`config.mk`:
```
export PLATFORM = sky130hd
export DESIGN_NAME = bram_bank_swap
export DESIGN_NICKNAME = d
export VERILOG_FILES = /design/src/rtl/bram_bank_swap_pkg.sv /design/src/rtl/bram_bank_swap_sat_counter16.sv /design/src/rtl/bram_bank_swap.sv
export SDC_FILE = /design/constraint.sdc
export NUM_CORES = 1
export LEC_CHECK = 0
export ABC_AREA = 1
export CAP_MARGIN = 20
export CELL_PAD_IN_SITES_DETAIL_PLACEMENT = 0
export CELL_PAD_IN_SITES_GLOBAL_PLACEMENT = 2
export CORE_MARGIN = 2
export CORE_UTILIZATION = 20
export DETAILED_ROUTE_END_ITERATION = 8
export PLACE_DENSITY_LB_ADDON = 0.25
export SYNTH_ARGS = -nofsm -noshare
export SYNTH_HDL_FRONTEND = slang
export SYNTH_SLANG_ARGS = --single-unit
```
`constraint.sdc`:
```
create_clock -name clk -period 1.5 [get_ports clk]
set_input_delay 0.225 -clock clk [delete_from_list [all_inputs] [get_ports clk]]
set_output_delay 0.225 -clock clk [all_outputs]
set_load 0.01 [all_outputs]
```
`src/rtl/bram_bank_swap_pkg.sv`:
```
// Shared types for the bram_bank_swap double-buffer controller.
package bram_bank_swap_pkg;

  localparam int CNT_W = 16;

  typedef enum logic {
    FILL  = 1'b0,
    READY = 1'b1
  } state_t;

endpackage

```
`src/rtl/bram_bank_swap_sat_counter16.sv`:
```
// Saturating 16-bit event counter (holds at all-ones).
module sat_counter16
  import bram_bank_swap_pkg::*;
(
  input  logic             clk,
  input  logic             rst_n,
  input  logic             inc,
  output logic [CNT_W-1:0] count
);

  localparam logic [CNT_W-1:0] ONE = CNT_W'(1);

  always_ff @(posedge clk or negedge rst_n) begin
    if (!rst_n) begin
      count <= '0;
    end else if (inc && (count != '1)) begin
      count <= count + ONE;
    end
  end

endmodule

```
`src/rtl/bram_bank_swap.sv`:
```
// Double-buffer bank controller between SPI image writer and panel reader.
// Statistics counters are built only when BANK_SWAP_STATS_EN is defined.
module bram_bank_swap
  import bram_bank_swap_pkg::*;
#(
  parameter int          AW      = 8,
  parameter int          DW      = 64,
  parameter logic [AW-1:0] MAX_POS = 8'd191
) (
  input  logic             clk,
  input  logic             rst_n,
  input  logic             wr_en,
  input  logic [AW-1:0]    wr_addr,
  input  logic [DW-1:0]    wr_data,
  input  logic             rd_frame_done,
  output logic             bram_cea,
  output logic [AW:0]      bram_ada,
  output logic [DW-1:0]    bram_din,
  output logic             rd_bank,
  output logic             frame_pending,
  output logic [CNT_W-1:0] swap_cnt,
  output logic [CNT_W-1:0] drop_cnt
);

  state_t state_q, state_d;
  logic   accept;
  logic   last_word;
  logic   swap;

  always_comb begin
    accept    = (state_q == FILL) && wr_en;
    last_word = accept && (wr_addr == MAX_POS);
    // A frame completed in the same cycle as frame_done swaps immediately.
    swap      = rd_frame_done && ((state_q == READY) || last_word);
    state_d   = state_q;
    if (swap) begin
      state_d = FILL;
    end else if (last_word) begin
      state_d = READY;
    end
  end

  always_ff @(posedge clk or negedge rst_n) begin
    if (!rst_n) begin
      state_q       <= FILL;
      rd_bank       <= 1'b0;
      frame_pending <= 1'b0;
      bram_cea      <= 1'b0;
      bram_ada      <= '0;
      bram_din      <= '0;
    end else begin
      state_q       <= state_d;
      frame_pending <= (state_d == READY);
      bram_cea      <= accept;
      if (swap) begin
        rd_bank <= ~rd_bank;
      end
      if (accept) begin
        bram_ada <= {~rd_bank, wr_addr};
        bram_din <= wr_data;
      end
    end
  end

`ifdef BANK_SWAP_STATS_EN
  localparam logic [CNT_W-1:0] ONE = CNT_W'(1);

  logic drop;
  assign drop = (state_q == READY) && wr_en;

  always_ff @(posedge clk or negedge rst_n) begin
    if (!rst_n) begin
      swap_cnt <= '0;
    end else if (swap) begin
      swap_cnt <= swap_cnt + ONE;
    end
  end

  sat_counter16 u_drop_cnt (
    .clk   (clk),
    .rst_n (rst_n),
    .inc   (drop),
    .count (drop_cnt)
  );
`else
  assign swap_cnt = '0;
  assign drop_cnt = '0;
`endif

endmodule

```
==> flow_summary.yaml <==
pwr:
  power.static_leakage_nw: 2.85
  power_per_cell_area_nw_per_um2: 1020
  peakVddDrop_uv: 480
  design_power_total_mw: 5.29
job:
  drv.max_cap_violation_count: 0
yosys:
  syn_avg_cell_area_um2: 8.89
  ys_top_cells_by_area: "sky130_fd_sc_hd__dfrtp_1 (59%), sky130_fd_sc_hd__nand2_1 (26%), sky130_fd_sc_hd__buf_4 (8.2%)"
  syn-instance-count: 361
  netlist-cell-type-count: 16
  synth.ff_latch_count: 76
  syn-cell-area_um2: 3210
  synth_top_area_share: 0.592
  synth.yosys.seq_area_share: 0.592
  synth_warn: 0
  yosysTopAreaCell: "sky130_fd_sc_hd__dfrtp_1"
global_route:
  grt_pass1_wl_mm: 13.8
  grt.overflow.total: 0
  grt_pass1_vias: 2631
  grtUsageTotal: 0.107
  grt_antenna_before_repair: 0
  grt_max_degree: 42
final_layout:
  num-nets-final: 592
  layout.cells.non_filler: 736
  stdcell_area_um2: 5200
  nFillCells: 1692
  diodes: 0
  synthToLayoutAreaGrowth_pct: 61.8
  register_area_um2: 1900
  final_util: 0.329
  multi_input_gate_area_um2: 1020
  drive_above_1_share: 0.0500
worst_setup_path:
  critical_path_arrival_ps: 1230
  timing.critical_path.slowest_cell_delay_ps: 560
  critPathCaptureType: "output port"
  worst_setup_path_start_kind: "register"
  critical_path_peak_fanout: 2
  worst_r2r_endpoint: "bram_din[7]$_DFFE_PN0P_"
  slowest_stage: "sky130_fd_sc_hd__clkdlybuf4s50_1"
  number_of_cell_instances_on_the_worst_register_to_register_path: 4
  setup.worst_path.class: "register to output port"
  critical_path.top_delay_family: "buffers and inverters"
  required_ps: 1270
  crit_buf_inv: 1
  rrSetupSlack_ps: 320
  timing.rr.start: "state_q$_DFFE_PN0P_"
  critical_path.cell_chain: "clkdlybuf4s50_1"
placement:
  gp_congestion: 0.677
  dp_hpwl_mm: 6.50
  io_buffer_count: 151
  dp_slack_ps: 37.0
  dp_cells: 720
  place_area_um2: 4860
cts:
  clk_sinks: 76
  htree_levels: 3
  tritoncts: "built"
  cts.reportedPaths.clkPinSlew_ps: 60
  cts.path.max_buffers: 2
  cts_setup_buffers: 0
  cts_root_buf: "sky130_fd_sc_hd__clkbuf_16"
  clock_latency_of_the_later_clocked_register_in_the_worst_skew_pair_ps: 330
  cts_made_buffers: 9
drt:
  detail_route.first_pass.iterations: 4
  detail-route-antenna-nets: 0
  remaining_drc_errors: 0
  detail_route.wl_per_cell_um: 12.2
  postRouteWirelength_mm: 8.98
  drt_iter0_drc: 116
  via_count: 2645
  via_per_inst: 3.59
sta:
  setup_tns_ps: 0
  timing.final.setup_violations: 0
  maximum_achievable_frequency_mhz: 687
  hold_violations: 0
  whs_ps: 392
  post-route-period-util: 0.970
  rsz0062_at_grt: "no"
  final_worst_path_period_need_ps: 1460
  maxSlewViolCount: 0
  finalClockSkew_ps: 6.07
  worst_slack_ps: 44.5
floorplan:
  total_die_area_um2: 17100
  floorplan.initialDensity: 0.204
  number_of_cell_rows: 46
  ios: 184
  die_w_um: 131
  die_height_um: 131
  core_area_um2: 15800
min_path:
  hold_path_class: "input port to asynchronous set/reset pin"
outcome:
  status: "finished, final reports clean"
==> cell type report <==
class / count / share of cell area
well taps: 216 / 0.0520
clock inverters: 3 / 0.00289
repair buffers: 161 / 0.334
clock buffers: 12 / 0.0455
multi-input cells: 263 / 0.196
inverters: 5 / 0.00361
flip-flops and latches: 76 / 0.366
==> cells in the mapped netlist <==
library cell,number
sky130_fd_sc_hd__nand2_2,1
sky130_fd_sc_hd__nand3_4,1
sky130_fd_sc_hd__buf_2,1
sky130_fd_sc_hd__nor2_2,1
sky130_fd_sc_hd__clkbuf_1,1
sky130_fd_sc_hd__buf_6,11
sky130_fd_sc_hd__dfrtp_1,76
sky130_fd_sc_hd__inv_2,1
sky130_fd_sc_hd__a21oi_1,1
sky130_fd_sc_hd__buf_4,35
sky130_fd_sc_hd__o21ai_0,2
sky130_fd_sc_hd__nand3_1,1
sky130_fd_sc_hd__nand2_1,222
sky130_fd_sc_hd__nor2_1,2
sky130_fd_sc_hd__conb_1,1
sky130_fd_sc_hd__inv_1,4
==> placed cells by master, fill, tap and decap left out, types with 2 or more instances in the layout <==
| master | instances |
|---|---|
| sky130_fd_sc_hd__conb_1 | 32 |
| sky130_fd_sc_hd__o21ai_0 | 2 |
| sky130_fd_sc_hd__dlymetal6s2s_1 | 32 |
| sky130_fd_sc_hd__clkinv_2 | 3 |
| sky130_fd_sc_hd__buf_4 | 4 |
| sky130_fd_sc_hd__clkbuf_1 | 3 |
| sky130_fd_sc_hd__clkdlybuf4s50_1 | 115 |
| sky130_fd_sc_hd__nand2_1 | 222 |
| sky130_fd_sc_hd__dfrtp_1 | 76 |
| sky130_fd_sc_hd__dlygate4sd2_1 | 3 |
| sky130_fd_sc_hd__buf_12 | 6 |
| sky130_fd_sc_hd__inv_1 | 4 |
| sky130_fd_sc_hd__clkbuf_16 | 9 |
| sky130_fd_sc_hd__nor2_1 | 2 |
==> layer usage <==
metal  track usage  part of all wire
met1         0.131              0.43
met2         0.172              0.47
met3        0.0330             0.084
met4        0.0544             0.015
met5             0                 0
==> cells by family (layout without fill, tap and decap cells) <==
kind of cell / after synthesis / in the layout / share of synthesized area
simple gates: 228 / 228 / 0.273
compound gates: 3 / 3 / 0.00468
flops: 76 / 76 / 0.592
buf+inv: 53 / 181 / 0.129
other cells: 1 / 32 / 0.00117
==> repair_timing <==
| item | CTS | global route |
|---|---|---|
| hold buffers | 1 | 0 |
| resized for setup | 3 | 32 |
| endpoints found under the setup margin | 3 | 32 |
| endpoints found under the hold margin | 28 | 0 |
==> report_power, final <==
part | total (mW) | internal, mW | switching (mW)
clock network | 1.89 | 1.10 | 0.790
logic | 1.05 | 0.584 | 0.467
registers | 2.34 | 2.24 | 0.101
total | 5.29 | 3.93 | 1.36
==> worst max path at each step <==
stage / from / end / slack, ps / cells after the start
after CTS: bram_din[9]$_DFFE_PN0P_ / bram_din[9] / 5 / 1
final: bram_din[62]$_DFFE_PN0P_ / bram_din[62] / 40 / 1
after global routing: bram_din[50]$_DFFE_PN0P_ / bram_din[50] / 0.5 / 1
after floorplan: state_q$_DFFE_PN0P_ / rd_bank$_DFFE_PN0P_ / 390 / 7
after detailed placement: wr_en / bram_din[6]$_DFFE_PN0P_ / 40 / 6
after global placement: wr_en / bram_din[44]$_DFFE_PN0P_ / 40 / 6
==> state kept, by name (all words and copies together), names as in the netlist <==
register,count
bram_din,64
bram_ada,9
bram_cea,1
rd_bank,1
state_q,1
(Power assumes the default switching activity.)
